**config.mk**
```make
export PLATFORM = sky130hd
export DESIGN_NAME = prbs_ber_monitor
export DESIGN_NICKNAME = d
export VERILOG_FILES = /design/src/rtl/ber_pkg.sv /design/src/rtl/ber_lane.sv /design/src/rtl/prbs_ber_monitor.sv
export SDC_FILE = /design/constraint.sdc
export NUM_CORES = 1
export LEC_CHECK = 0
export ABC_AREA = 1
export CORE_MARGIN = 10
export CORE_UTILIZATION = 50
export DETAILED_ROUTE_END_ITERATION = 12
export PLACE_DENSITY = 0.7
export RECOVER_POWER = 25
export SLEW_MARGIN = 20
export SYNTH_ARGS = -nofsm -noshare
export SYNTH_HDL_FRONTEND = slang
export SYNTH_SLANG_ARGS = --single-unit
```
**constraint.sdc**
```tcl
create_clock -name clk -period 7.4 [get_ports clk]
set_clock_uncertainty 0.2 [all_clocks]
set_input_delay 1.48 -clock clk [delete_from_list [all_inputs] [get_ports clk]]
set_output_delay 1.48 -clock clk [all_outputs]
set_load 0.01 [all_outputs]
```
**src/rtl/ber_pkg.sv**
```systemverilog
// Shared types and width helpers for the PRBS bit-error-rate monitor.
// Optional build macro used by ber_lane: BER_POLARITY_DETECT_EN.
package ber_pkg;

  typedef enum logic [0:0] {
    SEARCH = 1'b0,
    LOCKED = 1'b1
  } lane_state_t;

  // Width of a latency index into a MAX_LAT-deep reference buffer.
  function automatic int lat_w(input int max_lat);
    return (max_lat > 1) ? $clog2(max_lat) : 1;
  endfunction

endpackage

```
**src/rtl/ber_lane.sv**
```systemverilog
// One monitor lane: reference buffer read, latency search / lock FSM, window and BER counters.
// BER_POLARITY_DETECT_EN defined: SEARCH also locks onto an inverted stream.
//
//   state  | meaning
//   SEARCH | stepping candidate latency until ALIGN_BITS consecutive agreements
//   LOCKED | counting compared bits and errors; LOSS_ERR errors in one window drop lock
module ber_lane
  import ber_pkg::*;
#(
  parameter int MAX_LAT    = 64,
  parameter int CNT_W      = 32,
  parameter int ALIGN_BITS = 128,
  parameter int LOSS_ERR   = 8,
  parameter int LW         = lat_w(MAX_LAT)
) (
  input  logic             clk,
  input  logic             rstn,
  input  logic             en,
  input  logic             clear,
  input  logic             ref_bit,
  input  logic             ref_valid,
  input  logic             rx_bit,
  input  logic             rx_valid,
  input  logic [LW-1:0]    wp,
  input  logic [LW:0]      fill,
  output logic             locked,
  output logic             inverted,
  output logic [LW-1:0]    latency,
  output logic [CNT_W-1:0] bit_count,
  output logic [CNT_W-1:0] err_count
);

  localparam int MW = $clog2(ALIGN_BITS + 1);
  localparam int EW = $clog2(LOSS_ERR + 1);

  lane_state_t       state;
  logic [LW-1:0]     lat;
  logic              inv;
  logic [MW-1:0]     match_cnt;
  logic [MW-1:0]     win_bits;
  logic [EW-1:0]     win_errs;
  logic [MAX_LAT-1:0] ref_buf;
  logic [LW-1:0]     rd_idx;
  logic              do_cmp;
  logic              mis;

  always_ff @(posedge clk) begin
    if (en && ref_valid) ref_buf[wp] <= ref_bit;
  end

  // wp and fill are pre-write values, so a bit written this cycle is never read.
  assign rd_idx = wp - LW'(1) - lat;
  assign do_cmp = en && rx_valid && (fill > {1'b0, lat});
  assign mis    = rx_bit ^ ref_buf[rd_idx] ^ inv;

`ifdef BER_POLARITY_DETECT_EN
  logic [MW-1:0] mis_cnt;
`else
  assign inv = 1'b0;
`endif

  always_ff @(posedge clk or negedge rstn) begin
    if (!rstn) begin
      state     <= SEARCH;
      lat       <= '0;
      match_cnt <= '0;
      win_bits  <= '0;
      win_errs  <= '0;
`ifdef BER_POLARITY_DETECT_EN
      inv       <= 1'b0;
      mis_cnt   <= '0;
`endif
    end else if (do_cmp) begin
      case (state)
        SEARCH: begin
`ifdef BER_POLARITY_DETECT_EN
          // A run only moves the latency once it is broken by the opposite sense.
          if (!mis) begin
            mis_cnt <= '0;
            if (mis_cnt != '0) begin
              lat       <= lat + LW'(1);
              match_cnt <= '0;
            end else if (match_cnt == MW'(ALIGN_BITS - 1)) begin
              state     <= LOCKED;
              match_cnt <= '0;
              win_bits  <= '0;
              win_errs  <= '0;
            end else begin
              match_cnt <= match_cnt + MW'(1);
            end
          end else begin
            match_cnt <= '0;
            if (match_cnt != '0) begin
              lat     <= lat + LW'(1);
              mis_cnt <= '0;
            end else if (mis_cnt == MW'(ALIGN_BITS - 1)) begin
              state    <= LOCKED;
              inv      <= 1'b1;
              mis_cnt  <= '0;
              win_bits <= '0;
              win_errs <= '0;
            end else begin
              mis_cnt <= mis_cnt + MW'(1);
            end
          end
`else
          if (mis) begin
            match_cnt <= '0;
            lat       <= lat + LW'(1);
          end else if (match_cnt == MW'(ALIGN_BITS - 1)) begin
            state     <= LOCKED;
            match_cnt <= '0;
            win_bits  <= '0;
            win_errs  <= '0;
          end else begin
            match_cnt <= match_cnt + MW'(1);
          end
`endif
        end
        LOCKED: begin
          if (mis && (win_errs == EW'(LOSS_ERR - 1))) begin
            state     <= SEARCH;
            lat       <= lat + LW'(1);
            match_cnt <= '0;
            win_bits  <= '0;
            win_errs  <= '0;
`ifdef BER_POLARITY_DETECT_EN
            inv       <= 1'b0;
            mis_cnt   <= '0;
`endif
          end else if (win_bits == MW'(ALIGN_BITS - 1)) begin
            win_bits <= '0;
            win_errs <= '0;
          end else begin
            win_bits <= win_bits + MW'(1);
            if (mis) win_errs <= win_errs + EW'(1);
          end
        end
        default: state <= SEARCH;
      endcase
    end
  end

  always_ff @(posedge clk or negedge rstn) begin
    if (!rstn) begin
      bit_count <= '0;
      err_count <= '0;
    end else if (en) begin
      if (clear) begin
        bit_count <= '0;
        err_count <= '0;
      end else if (do_cmp && (state == LOCKED)) begin
        if (bit_count != '1) bit_count <= bit_count + CNT_W'(1);
        if (mis && (err_count != '1)) err_count <= err_count + CNT_W'(1);
      end
    end
  end

  assign locked   = (state == LOCKED);
  assign inverted = inv;
  assign latency  = lat;

endmodule

```
**src/rtl/prbs_ber_monitor.sv**
```systemverilog
// Multi-lane PRBS BER monitor: shared reference write pointer / fill level, one ber_lane per lane.
// Build macro BER_POLARITY_DETECT_EN enables inverted-polarity lock in each lane.
module prbs_ber_monitor
  import ber_pkg::*;
#(
  parameter int LANES      = 1,
  parameter int MAX_LAT    = 64,
  parameter int CNT_W      = 32,
  parameter int ALIGN_BITS = 128,
  parameter int LOSS_ERR   = 8
) (
  input  logic                            clk,
  input  logic                            rstn,
  input  logic                            en,
  input  logic                            clear,
  input  logic [LANES-1:0]                ref_bit,
  input  logic                            ref_valid,
  input  logic [LANES-1:0]                rx_bit,
  input  logic                            rx_valid,
  output logic [LANES-1:0]                lane_locked,
  output logic [LANES-1:0]                lane_inverted,
  output logic [LANES*lat_w(MAX_LAT)-1:0] lane_latency,
  output logic [LANES*CNT_W-1:0]          bit_count,
  output logic [LANES*CNT_W-1:0]          err_count
);

  localparam int LW = lat_w(MAX_LAT);
  localparam logic [LW:0] FILL_MAX = (LW + 1)'(MAX_LAT);

  logic [LW-1:0] wp;
  logic [LW:0]   fill;

  always_ff @(posedge clk or negedge rstn) begin
    if (!rstn) begin
      wp   <= '0;
      fill <= '0;
    end else if (en && ref_valid) begin
      wp <= wp + LW'(1);
      if (fill != FILL_MAX) fill <= fill + (LW + 1)'(1);
    end
  end

  for (genvar g = 0; g < LANES; g++) begin : g_lane
    ber_lane #(
      .MAX_LAT   (MAX_LAT),
      .CNT_W     (CNT_W),
      .ALIGN_BITS(ALIGN_BITS),
      .LOSS_ERR  (LOSS_ERR),
      .LW        (LW)
    ) u_lane (
      .clk      (clk),
      .rstn     (rstn),
      .en       (en),
      .clear    (clear),
      .ref_bit  (ref_bit[g]),
      .ref_valid(ref_valid),
      .rx_bit   (rx_bit[g]),
      .rx_valid (rx_valid),
      .wp       (wp),
      .fill     (fill),
      .locked   (lane_locked[g]),
      .inverted (lane_inverted[g]),
      .latency  (lane_latency[g*LW +: LW]),
      .bit_count(bit_count[g*CNT_W +: CNT_W]),
      .err_count(err_count[g*CNT_W +: CNT_W])
    );
  end

endmodule

```
# Word level (Yosys, flattened, before mapping)
# Index checks and enable logic that the tools add are counted.
[op_classes] mux=33 n_lt_le_gt_ge=4 bitwise_logic=2 addsub=10 n_reduce_logical=17 n_eq_ne=11
[op_table] cell="two-way mux 32 bit" count=6
[op_table] cell="adder 32 x 1 -> 32 bit (second input constant)" count=2
[op_table] cell="bitwise mux 64 bit" count=1
[op_table] cell="inequality test 32 bit (second input constant)" count=2
[op_table] cell="two-way mux 8 bit" count=7
[op_table] cell="case mux 8 bit (2 select lines)" count=2
[op_table] cell="two-way mux 4 bit" count=5
[op_table] cell="adder 8 x 1 -> 8 bit (second input constant)" count=2
[op_table] cell="equality test 8 x 7 -> 1 bit (second input constant)" count=2
[op_table] cell="less-than comparator 6 x 7 -> 1 bit (second input constant)" count=2
[op_table] cell="adder 6 x 1 -> 6 bit (second input constant)" count=2
[op_table] cell="two-way mux 6 bit" count=2
[op_table] cell="case mux 6 bit (2 select lines)" count=1
[op_table] cell="AND reduction 3 bit" count=4
[op_table] cell="case mux 4 bit (2 select lines)" count=1
[op_table] cell="adder 7 x 1 -> 7 bit (second input constant)" count=1
[op_table] cell="greater-than comparator 7 x 6 -> 1 bit" count=1
[op_table] cell="logical AND 1 bit" count=7
[op_table] cell="inequality test 7 bit (second input constant)" count=1
[op_table] cell="binary-select mux 1 bit (select 6 bit)" count=1
[op_table] cell="demux 1 bit (select 6 bit)" count=1
[op_table] cell="greater-or-equal comparator 6 x 1 -> 1 bit (second input constant)" count=1
[op_table] cell="nonzero test 2 bit" count=3
[op_table] cell="subtractor 6 x 1 -> 6 bit (second input constant)" count=1
[op_table] cell="other kinds (12)" count=19
[word_totals] inputBits=8 register_bits=168

# Depth between registers and ports, before layout
# Gate-level depths: netlist (run 1).
[depth] ltp_word=9 ltp_mapped=21 depth_no_buf=19

# By module
# From an unflattened synthesis (run 1), not the netlist that was laid out.
[hier_totals] cells_unflattened=1234 area_unflattened_um2=9790.6
[modules_own_cells] mod="ber_lane" n_inst=1 area_each_um2=9105.0 cells_each=1156
[modules_own_cells] mod="prbs_ber_monitor" n_inst=1 area_each_um2=685.7 cells_each=78

# Worst setup path before layout (run 1)
# No wires, ideal clock.
[synth_timing] path_kind="register -> register" start="register g_lane[0].u_lane.lat[0]" end="register g_lane[0].u_lane.err_count[20]" setup_slack_ps=4427 period_less_slack_ps=2973 path_stages_with_launch=22 arrival_ps=2656 cell_sequence="dfrtp_1 -> inv_1 -> ha_1 -> fa_1 -> buf_4 -> inv_2 -> buf_4 -> nand3_1 -> nand3_1 -> nand2_1 -> nand2_1 -> nand3_1 -> nand3_2 -> nand2_1 -> nand2_2 -> nand2_2 -> nand2_2 -> nand2_4 -> nand2_4 -> buf_8 -> nand2_2 -> nand2_1"
[synth_via] elab_chain_len=7
[synth_rtl] element="from (decl)" line="ber_lane.sv:37" text="logic [LW-1:0] lat;"
[synth_rtl] element="from (signal assigned)" line="ber_lane.sv:109" text="lat <= lat + LW'(1);"
[synth_rtl] element="from (signal assigned)" line="ber_lane.sv:123" text="lat <= lat + LW'(1);"
[synth_rtl] element="subtractor 6 bit" line="ber_lane.sv:52" text="assign rd_idx = wp - LW'(1) - lat;"
[synth_rtl] element="binary-select mux 1 bit (select 6 bit)" line="ber_lane.sv:54" text="assign mis = rx_bit ^ ref_buf[rd_idx] ^ inv;"
[synth_rtl] element="two-way mux 1 bit (implied by the code)" line="ber_lane.sv:54"
[synth_rtl] element="XOR 1 bit" line="ber_lane.sv:54"
[synth_rtl] element="logical AND 1 bit" line="ber_lane.sv:154" text="if (mis && (err_count != '1)) err_count <= err_count + CNT_W'(1);"
[synth_rtl] element="nonzero test 2 bit (no source line)"
[synth_rtl] element="AND reduction 3 bit (no source line) (*)"
[synth_rtl] element="to (signal assigned)" line="ber_lane.sv:154"
[synth_rtl] element="to (decl)" line="ber_lane.sv:30" text="output logic [CNT_W-1:0] err_count"
# Every way passes the cells marked *; elsewhere a longest branch is shown, timed or not. The select of a mux whose other input is x is not followed.
# A chain may end at the register's enable or synchronous reset.

# Worst setup path after layout (run 1)
[layout_timing] start="input port clear" end="register g_lane[0].u_lane.bit_count[0]"
[layout_via] elab_chain_len=2
[layout_rtl] element="from (decl)" line="prbs_ber_monitor.sv:15" text="input logic clear,"
[layout_rtl] element="nonzero test 2 bit (no source line)"
[layout_rtl] element="AND reduction 3 bit (no source line)"
[layout_rtl] element="to (signal assigned)" line="ber_lane.sv:153" text="if (bit_count != '1) bit_count <= bit_count + CNT_W'(1);"
[layout_rtl] element="to (decl)" line="ber_lane.sv:29" text="output logic [CNT_W-1:0] bit_count,"
# Parallel ways exist; a longest one is shown, timed or not.

==> results of run 1 <==
-- cell type report --
| type | count | area (sq um) | area share [%] |
|---|---|---|---|
| clock buffer | 26 | 536 | 4.67 |
| clock inverter | 6 | 58.8 | 0.513 |
| inverter | 91 | 344 | 3.00 |
| multi-input combinational | 975 | 4850 | 42.4 |
| sequential | 168 | 4520 | 39.5 |
| tap | 265 | 332 | 2.89 |
| timing repair buffer | 82 | 808 | 7.06 |
-- sequential cells by signal (all words and copies together) (netlist names) --
name / cells
g_lane.u_lane.bit_count: 32
wp: 6
g_lane.u_lane.win_errs: 4
g_lane.u_lane.err_count: 32
fill: 7
g_lane.u_lane.ref_buf: 64
g_lane.u_lane.locked: 1
g_lane.u_lane.match_cnt: 8
g_lane.u_lane.latency: 6
g_lane.u_lane.win_bits: 8
-- synthesized netlist by cell type, drive strengths merged, types with 2 or more instances --
master    n
a21oi     8
buf      23
clkbuf   15
clkinv    2
dfrtp   104
edfxtp   64
ha       20
inv      89
nand2   392
nand3   147
nand3b    7
nand4    25
nor2    168
nor3     48
nor3b     3
nor4     16
o21ai    39
o21bai    2
or2      25
xnor2    20
xor2     49
-- cell families after synthesis --
group,after synthesis,share of synthesized area [%]
adders and majority gates,21,2.72
AOI/OAI and AO/OA,52,2.87
xor gates and xnor gates,69,6.08
and+or+nand+nor,832,37.1
other,1,0.0377
DFF,168,45.5
buffers and inverters,129,5.60
-- metrics by stage --
step / util [%] / total power [mW] / setup WS, ns / cells
6_report: 58.7 / 3.53 / 2.25 / 1613
5_1_grt: 58.7 / 3.79 / 1.80 / 1613
4_1_cts: 58.7 / 3.56 / 2.25 / 1613
3_5_place_dp: 55.6 / 2.65 / 1.81 / 1581
3_3_place_gp: 55.6 / 2.62 / 1.88 / 1581
2_1_floorplan: - / 2.25 / 4.43 / 1272
-- critical path: stages --
cell	delay, ns
clkdlybuf4s50_1	0.45
buf_4	0.41
clkinv_1	0.70
a21boi_4	0.96
nand2_2	0.85
o21ai_1	0.39
-- final timing paths --
kind / startpoint / endpoint / depth (start not counted)
max: clear / g_lane[0].u_lane.bit_count[0]$_DFFE_PN0P_ / 6
min: g_lane[0].u_lane.match_cnt[1]$_DFFE_PN0P_ / g_lane[0].u_lane.match_cnt[1]$_DFFE_PN0P_ / 2
max reg2reg: g_lane[0].u_lane.latency[0]$_DFFE_PN0P_ / g_lane[0].u_lane.err_count[8]$_DFFE_PN0P_ / 18
min reg2reg: g_lane[0].u_lane.match_cnt[1]$_DFFE_PN0P_ / g_lane[0].u_lane.match_cnt[1]$_DFFE_PN0P_ / 2
max in group asynchronous: rstn / wp[2]$_DFFE_PN0P_ / 2
min in group asynchronous: rstn / g_lane[0].u_lane.win_errs[1]$_DFFE_PN0P_ / 1
-- layer usage --
layer	part of all wire (%)	track usage, %	wire (um)	vias to the layer above
met3	6.5	4.86	1570	26
met1	45	25.0	10900	4000
met2	48	30.6	11600	236
li1	-	-	-	4299
met4	1.2	5.38	293	0
met5	0	0	0	-
-- power by group --
part,internal [mW],switching [mW]
combinational,0.462,1.00
sequential,1.05,0.123
clock,0.534,0.365
==> results by group, run 1 <==
Detailed routing
  • Drt initial violations: 701
  • Routed Wire Length: 24300 um
  • 1st-pass router iterations: 5
  • Detail Route Antenna Nets: 0
  • Drt via density: 5.31
  • DR WL/cell: 15.1 um
  • Vias: 8561
  • Post-route DRC: 0

Synthesis
  • Synth top area cells: dfrtp_1 26%, edfxtp_1 19%, nand2_1 14%
  • Top-area cell type share of the netlist area: 26.2%
  • Mapped Avg Cell Area: 7.81 sq um
  • Post-Syn Nets: 1301
  • Seq cells post-synth: roughly 170
  • Synthesized area: 9930 sq um
  • Synthesis warning total: 0
  • Post-synthesis async set-or-reset flop share: 61.9%
  • Distinct cells, synth: 42
  • Largest area contributor in the synthesized netlist: dfrtp_1
  • Sequential share of the synthesized area: 45.5%
  • Gate Count Post-Synth: 1272
  • Post-synth EDFFs: 64
  • Top_reg_cell synth: dfrtp_1

Clock network
  • Num CTS Buffers: 17
  • Clock Path Buffers: 2
  • Worst-Skew Late Latency: 0.43 ns
  • PostCTS Resize Cnt: 0
  • Htree depth: 4
  • Root Driver: clkbuf_16
  • CTS tree: done
  • Post-CTS Setup Bufs: 0
  • Post-CTS Hold Buffers: 0
  • Num Clock Sinks: 168
  • Clock transition at path regs: about 0.060 ns

STA
  • Fin. max-slew vios: 0
  • Final worst-path cycle share: 69.6%
  • Fmax: approximately 0.19 GHz
  • Final hold violations: 0
  • Crit path time final: 5.15 ns
  • Slew headroom: 3.66%
  • RSZ-0062 raised after global routing: no
  • Setup TNS: 0 ns
  • WHS: 0.312 ns
  • Final setup violation count: 0
  • Actual slew at the worst max-slew pin: 1.45 ns

Worst setup path
  • Worst Setup End Kind: flip-flop
  • Max FO, Critical Path: 64
  • Startpoint Class: input port
  • WS Path Type: in -> reg
  • R2R Setup Slk: between 2 and 3 ns
  • Worst path arrival time: 5.28 ns
  • CP required: 7.52 ns

Cells and area
  • FILL cells: 1795
  • Layout Cell Area excl Fill: 11500 sq um
  • Layout area overhead: 15.3%
  • Ant. Diodes: 0
  • Final #Nets: 1364
  • Commonest non-fill, non-tap cell in the layout: nand2_1
  • Layout cell share with drive strength beyond 1: 7.12%
  • Most frequent cells in the layout: 370 x nand2_1, 161 x nor2_1, 144 x nand3_1

Global route
  • Initial antenna violation count: 0
  • First-pass GRT wire length: around 41000 um
  • All-Layer GR Usage: between 10% and 20%
  • Largest net degree at the start of global routing: 80
  • Grt ovf: 0
  • Number of global-route vias before repair: approximately 8.4k

Placement
  • IO buf count: 78
  • Hpwl dp: 16600 um
  • RD Place Congestion: 0.886
  • Dpl cell area: 10900 sq um

Floorplanning
  • Die Width: 161 um
  • Core Area: 19500 sq um
  • Die Span Y: approximately 160 um
  • Die ar.: 25900 sq um
  • I/O pin total: 80
  • Rows: 51
  • Starting density of the core: 50.9%

Worst hold path
  • Hold crit path type: reg -> reg

Flow run
  • Max-Cap Viols: 0

Power
  • Pwr dens: 308 nW/um^2
  • Lkg Pwr: 4.76 nW
  • Worst vdd rail ir drop: around 0.22 mV

Run status
  • Status: complete, no violations
No activity file was read; power rests on OpenSTA's default activity.
==> inputs of run 2 (changes only) <==
==> constraint.sdc (replaced) <==
create_clock -name clk -period 4.9 [get_ports clk]
set_clock_uncertainty 0.2 [all_clocks]
set_input_delay 0.98 -clock clk [delete_from_list [all_inputs] [get_ports clk]]
set_output_delay 0.98 -clock clk [all_outputs]
set_load 0.01 [all_outputs]
==> run 2 against run 1 <==
  * The flow now finishes with violations (max-capacitance violations, max-slew violations)
  * Via count is 0.40% higher
  * Register-to-register slack worse by 1.9 ns
  * Worst hold slack about the same
  * Global-route usage rose by 0.41 points
  * Critical path type is now reg -> reg
  * Largest cell class unchanged
  * Largest power group unchanged
  * Highest routed layer unchanged
==> results by group, run 2 (synthesis gave the netlist of run 1 again) <==
Run status
  • Status: finished with violations
  • Violated checks: max-capacitance violations, max-slew violations

STA
  • Fmax: 0.256 GHz
  • WHS: 0.313 ns
  • Final setup violation count: 0
  • Fin. max-slew vios: 30
  • Setup TNS: 0 ns
  • Final worst-path cycle share: 79.8%
  • Crit path time final: 3.91 ns
  • Actual slew at the worst max-slew pin: 1.62 ns
  • Final hold violations: 0
  • RSZ-0062 raised after global routing: no
  • Slew headroom: -8.07%

Global route
  • Met2 global-route usage: 31.3%
  • Grt met3 use: 4.86%
  • GRT busiest layer: met2
  • Number of global-route vias before repair: between 8k and 9k
  • All-Layer GR Usage: 19.5%
  • Met1 usage in global routing: 25.7%
  • First-pass GRT wire length: between 40000 and 50000 um
  • Largest net degree at the start of global routing: 77
  • Grt ovf: 0
  • Initial antenna violation count: 0

Floorplanning
  • Core Area: approximately 20000 sq um
  • Die Width: between 150 and 200 um
  • Die ar.: 25900 sq um
  • Rows: 51
  • Starting density of the core: between 50% and 60%
  • Die Span Y: 161 um
  • I/O pin total: 80

Worst hold path
  • Hold crit path type: reg -> reg
  • Hold Crit Depth: 2

Clock network
  • Post-CTS Hold Buffers: 0
  • CTS tree: done
  • Clock Path Buffers: 2
  • Post-CTS Setup Bufs: 0
  • Num Clock Sinks: between 150 and 200
  • PostCTS Resize Cnt: 0
  • Clock transition at path regs: around 0.060 ns
  • Root Driver: clkbuf_16
  • Num CTS Buffers: 17
  • Worst-Skew Late Latency: between 0.4 and 0.5 ns
  • Htree depth: 4

Worst setup path
  • CP cell instances: inv_1 > ha_1 > fa_1 > inv_2 > nand3_1 > nand2_1 > nand2_1 > nand3_1 > nand3_1 > nand3_2 > nand2_1 > nand2_2 > nand2_2 > nand2_2 > nand2_4 > nand2_4 > nand2_1 > nand2_1
  • Crit-path leading delay family: simple AND/OR/NAND/NOR gates
  • WS Path Type: reg -> reg
  • Worst Setup End Kind: flip-flop
  • WP buf/inv: 2
  • Startpoint Class: flip-flop
  • R2R cell count: 18
  • CP dominant cell by count: nand2_1
  • Slowest cell on the critical path: fa_1
  • Worst path arrival time: 4.02 ns
  • Critical Path Max Stage Delay: a little under 0.8 ns
  • Max FO, Critical Path: 33
  • Critical path depth: 18
  • CP required: 5.01 ns

Placement
  • IO buf count: 78
  • RD Place Congestion: 0.931
  • Hpwl dp: 17100 um
  • Inst Count DP: 1584
  • Dpl cell area: approximately 11000 sq um

Cells and area
  • Final #Nets: 1368
  • Largest regs: g_lane.u_lane.ref_buf x64, g_lane.u_lane.bit_count x32, g_lane.u_lane.err_count x32
  • Layout Cell Area excl Fill: 11400 sq um
  • Final Non-Filler Cells: 1617
  • Biggest register: g_lane.u_lane.ref_buf
  • Max FFs per register: 64
  • Most frequent cells in the layout: 370 x nand2_1, 161 x nor2_1, 144 x nand3_1
  • Layout cell share with drive strength beyond 1: 7.03%
  • Ant. Diodes: 0
  • Commonest non-fill, non-tap cell in the layout: nand2_1
  • FILL cells: 1826
  • Final core utilization: between 50% and 60%
  • Layout area overhead: 15.1%

Power
  • Worst vdd rail ir drop: between 0.3 and 0.4 mV
  • Lkg Pwr: 4.75 nW
  • Pwr dens: around 460 nW/um^2

Flow run
  • Max-Cap Viols: 2

Detailed routing
  • Drt via density: about 5.3
  • Routed Wire Length: 24900 um
  • DR WL/cell: approximately 15 um
  • Detail Route Antenna Nets: 0
  • Drt initial violations: 612
  • Vias: 8595
  • Post-route DRC: 0
  • 1st-pass router iterations: 5
run 2: cell count changes in the layout (fill, tap and decap cells not counted), sizes merged:
cell	change
clkinv	+6
inv	-1
clkbuf	-4
buf	+3
run 2: per-stage QoR:
step                power (mW)  setup WS, ns
floorplan                 3.40          1.93
global placement          3.96          1.12
detailed placement        3.99          1.03
CTS                       5.24          1.01
global route              5.62         0.622
finish                    5.24         0.990
run 2: path summary, 6_finish.rpt:
kind	slack (ns)	to	start
min reg2reg	0.31	g_lane[0].u_lane.match_cnt[1]$_DFFE_PN0P_	g_lane[0].u_lane.match_cnt[1]$_DFFE_PN0P_
max	0.99	g_lane[0].u_lane.err_count[26]$_DFFE_PN0P_	g_lane[0].u_lane.latency[0]$_DFFE_PN0P_
max in group asynchronous	1.62	g_lane[0].u_lane.bit_count[6]$_DFFE_PN0P_	rstn
min in group asynchronous	0.70	g_lane[0].u_lane.win_bits[4]$_DFFE_PN0P_	rstn
max reg2reg	0.99	g_lane[0].u_lane.err_count[26]$_DFFE_PN0P_	g_lane[0].u_lane.latency[0]$_DFFE_PN0P_
min	0.31	g_lane[0].u_lane.match_cnt[1]$_DFFE_PN0P_	g_lane[0].u_lane.match_cnt[1]$_DFFE_PN0P_
run 2: where the power goes:
group / leakage, nW / internal [mW] / switching [mW]
Sequential: 1.97 / 1.58 / 0.186
Combinational: 2.52 / 0.717 / 1.52
Clock: 0.257 / 0.689 / 0.542
run 2: layer usage:
layer	wire, um	vias to the layer above
li1	-	4294
met1	11500	4063
met2	11700	216
met3	1390	22
met4	272	0
met5	0	-
run 2: worst reg2reg max path, cell delays in order (launching register included):
cell and delay, ns:
dfrtp_1 0.43, inv_1 0.10, ha_1 0.24, fa_1 0.78
inv_2 0.26, nand3_1 0.17, nand2_1 0.07, nand2_1 0.06
nand3_1 0.07, nand3_1 0.10, nand3_2 0.11, nand2_1 0.12
nand2_2 0.08, nand2_2 0.11, nand2_2 0.07, nand2_4 0.29
nand2_4 0.33, nand2_1 0.15, nand2_1 0.06
run 2: area by class of cell:
cell class	count	area, sq um	area share, %
timing repair buffer	86	851	7.44
clock inverter	11	82.6	0.722
clock buffer	21	440	3.85
tap	265	332	2.90
inverter	91	344	3.01
multi-input combinational	975	4860	42.5
sequential	168	4520	39.6
==> inputs of run 3 (changes only) <==
--- a/config.mk
+++ b/config.mk
@@ -9,7 +9,7 @@
 export CORE_MARGIN = 10
 export CORE_UTILIZATION = 50
 export DETAILED_ROUTE_END_ITERATION = 12
-export PLACE_DENSITY = 0.7
+export PLACE_DENSITY = 0.73
 export RECOVER_POWER = 25
 export SLEW_MARGIN = 20
 export SYNTH_ARGS = -nofsm -noshare
==> constraint.sdc (replaced) <==
create_clock -name clk -period 3.1 [get_ports clk]
set_clock_uncertainty 0.2 [all_clocks]
set_input_delay 0.62 -clock clk [delete_from_list [all_inputs] [get_ports clk]]
set_output_delay 0.62 -clock clk [all_outputs]
set_load 0.01 [all_outputs]
==> run 3 against run 2 <==
  * The run now ends clean
  * First-iteration DRC count is 15% higher
  * Worst setup slack worse by 0.95 ns
  * Maximum frequency is 28% higher
  * Power is 92% higher
  * Critical path type unchanged
  * Largest power group unchanged
==> results by group, run 3 (synthesis gave the netlist of run 1 again) <==
Run status
  • Status: complete, no violations

Cells and area
  • Largest regs: g_lane.u_lane.ref_buf x64, g_lane.u_lane.bit_count x32, g_lane.u_lane.err_count x32
  • Max FFs per register: 64
  • Layout Cell Area excl Fill: 12200 sq um
  • Multi-input logic area: 5230 sq um
  • FILL cells: 1749
  • Final #Nets: 1400
  • Most frequent cells in the layout: 365 x nand2_1, 161 x nor2_1, 107 x nand3_1
  • Commonest non-fill, non-tap cell in the layout: nand2_1
  • Storage element area: 4520 sq um
  • Layout cell share with drive strength beyond 1: between 10% and 20%
  • Layout area overhead: 23.0%
  • Ant. Diodes: 0
  • Biggest register: g_lane.u_lane.ref_buf

Floorplanning
  • Rows: 51
  • Starting density of the core: between 50% and 60%
  • Core Area: 19500 sq um
  • Die Width: 161 um
  • I/O pin total: 80
  • Die Span Y: 161 um
  • Die ar.: between 20000 and 30000 sq um

Placement
  • IO buf count: 78
  • Pre-CTS setup slack: -0.0693 ns
  • RD Place Congestion: between 0.9 and 1
  • Hpwl dp: 17600 um
  • Dpl cell area: roughly 11000 sq um

Detailed routing
  • 1st-pass router iterations: 7
  • Drt via density: 5.43
  • Post-route DRC: 0
  • Vias: about 9k
  • Routed Wire Length: between 20000 and 30000 um
  • DR WL/cell: about 16 um
  • Detail Route Antenna Nets: 0
  • Drt initial violations: 701

Clock network
  • Clock transition at path regs: approximately 0.070 ns
  • Htree depth: 4
  • Clock Path Buffers: 2
  • Root Driver: clkbuf_16
  • CTS tree: done
  • Num Clock Sinks: 168
  • Num CTS Buffers: 17
  • Post-CTS Hold Buffers: 0
  • Worst-Skew Late Latency: 0.44 ns

STA
  • Crit path time final: between 3 and 4 ns
  • Final setup violation count: 0
  • Final worst-path cycle share: a little over nine tenths
  • RSZ-0062 raised after global routing: yes
  • Slew headroom: 11.9%
  • Actual slew at the worst max-slew pin: 1.32 ns
  • Final hold violations: 0
  • Fmax: between 0.3 and 0.4 GHz
  • Final worst slack: 0.0417 ns
  • Fin. max-slew vios: 0

Worst setup path
  • Worst Setup End Kind: flip-flop
  • Startpoint Class: flip-flop
  • R2R Setup Slk: 0.04 ns
  • WS Path Type: reg -> reg
  • CP required: 3.23 ns
  • Worst path arrival time: 3.19 ns
  • Max FO, Critical Path: 8

Global route
  • First-pass GRT wire length: 42800 um
  • Initial antenna violation count: 0
  • Number of global-route vias before repair: around 8.6k
  • Largest net degree at the start of global routing: 65
  • Grt ovf: 0
  • All-Layer GR Usage: 19.7%

Worst hold path
  • Hold crit path type: in -> async

Power
  • Overall Power: 10.1 mW
  • Pwr dens: 822 nW/um^2
  • Worst vdd rail ir drop: 0.540 mV
  • Lkg Pwr: 5.04 nW

Flow run
  • Max-Cap Viols: 0
-- run 3: cell count changes in the layout (fill, tap and decap cells not counted), sizes merged --
cell / change
inv: +3
clkbuf: +2
bufinv: +3
clkinv: -3
buf: +23
nand2: +4
-- run 3: final timing paths --
path                                                                 from                                         end  cells past startpoint
worst max-delay path              g_lane[0].u_lane.latency[0]$_DFFE_PN0P_   g_lane[0].u_lane.err_count[7]$_DFFE_PN0P_                     18
max in group asynchronous                                            rstn         g_lane[0].u_lane.locked$_DFFE_PN0P_                      2
worst min register to register  g_lane[0].u_lane.match_cnt[1]$_DFFE_PN0P_   g_lane[0].u_lane.match_cnt[1]$_DFFE_PN0P_                      2
worst max register to register    g_lane[0].u_lane.latency[0]$_DFFE_PN0P_   g_lane[0].u_lane.err_count[7]$_DFFE_PN0P_                     18
worst min-delay path                                                 rstn  g_lane[0].u_lane.err_count[14]$_DFFE_PN0P_                      1
min in group clk                g_lane[0].u_lane.match_cnt[1]$_DFFE_PN0P_   g_lane[0].u_lane.match_cnt[1]$_DFFE_PN0P_                      2
-- run 3: area by class of cell --
cell class | count | share of cell area (%)
sequential | 168 | 37.0
tap | 265 | 2.71
timing repair buffer | 114 | 9.49
inverter | 91 | 2.88
multi-input combinational | 979 | 42.8
clock inverter | 14 | 1.62
clock buffer | 18 | 3.51
-- run 3: report_power, final --
part / total [mW] / internal (mW) / switching (mW)
registers: 2.74 / 2.50 / 0.243
logic: 5.02 / 1.88 / 3.14
clock network: 2.29 / 1.36 / 0.928
total: 10.1 / 5.74 / 4.32
-- run 3: what timing repair did --
action / in CTS / in global routing
gates resized for setup: 6 / 70
setup endpoints to repair: 40 / 89
cloned: 0 / 8
buffers inserted: 0 / 10
pin swaps: 0 / 19
-- run 3: metrics by stage --
| step | utilization [%] | TNS, ns | hold WS, ns | cells |
|---|---|---|---|---|
| floorplan | - | 0 | 0.124 | 1272 |
| global placement | 56.4 | -0.0549 | 0.286 | 1599 |
| detailed placement | 56.4 | -1.73 | 0.298 | 1599 |
| CTS | 59.8 | 0 | 0.0383 | 1631 |
| global route | 62.6 | -3.36 | 0.342 | 1649 |
| finish | 62.6 | 0 | 0.256 | 1649 |
-- run 3: per-layer routing --
layer  part of all wire, %  up-vias  routed length, um  global-route usage [%]
met4                   1.0        0                271                    4.84
met3                   6.6       27               1770                    5.14
met1                    44     4269              11800                    25.6
met5                     0        -                  0                       0
li1                      -     4381                  -                       -
met2                    49      280              13200                    32.2
-- run 3: critical path, cell delays in order, from the launching register on --
cell and delay, ns:
dfrtp_1 0.37, inv_2 0.06, ha_4 0.17, fa_2 0.65
buf_12 0.16, nand3_2 0.09, nand2_1 0.07, nand2_1 0.05
nand3_1 0.10, nand3_2 0.11, nand3_4 0.14, nand2_4 0.08
nand2_4 0.08, nand2_4 0.09, nand2_8 0.10, nand2_8 0.10
clkbuf_16 0.20, nand3_1 0.07, nand2_1 0.05
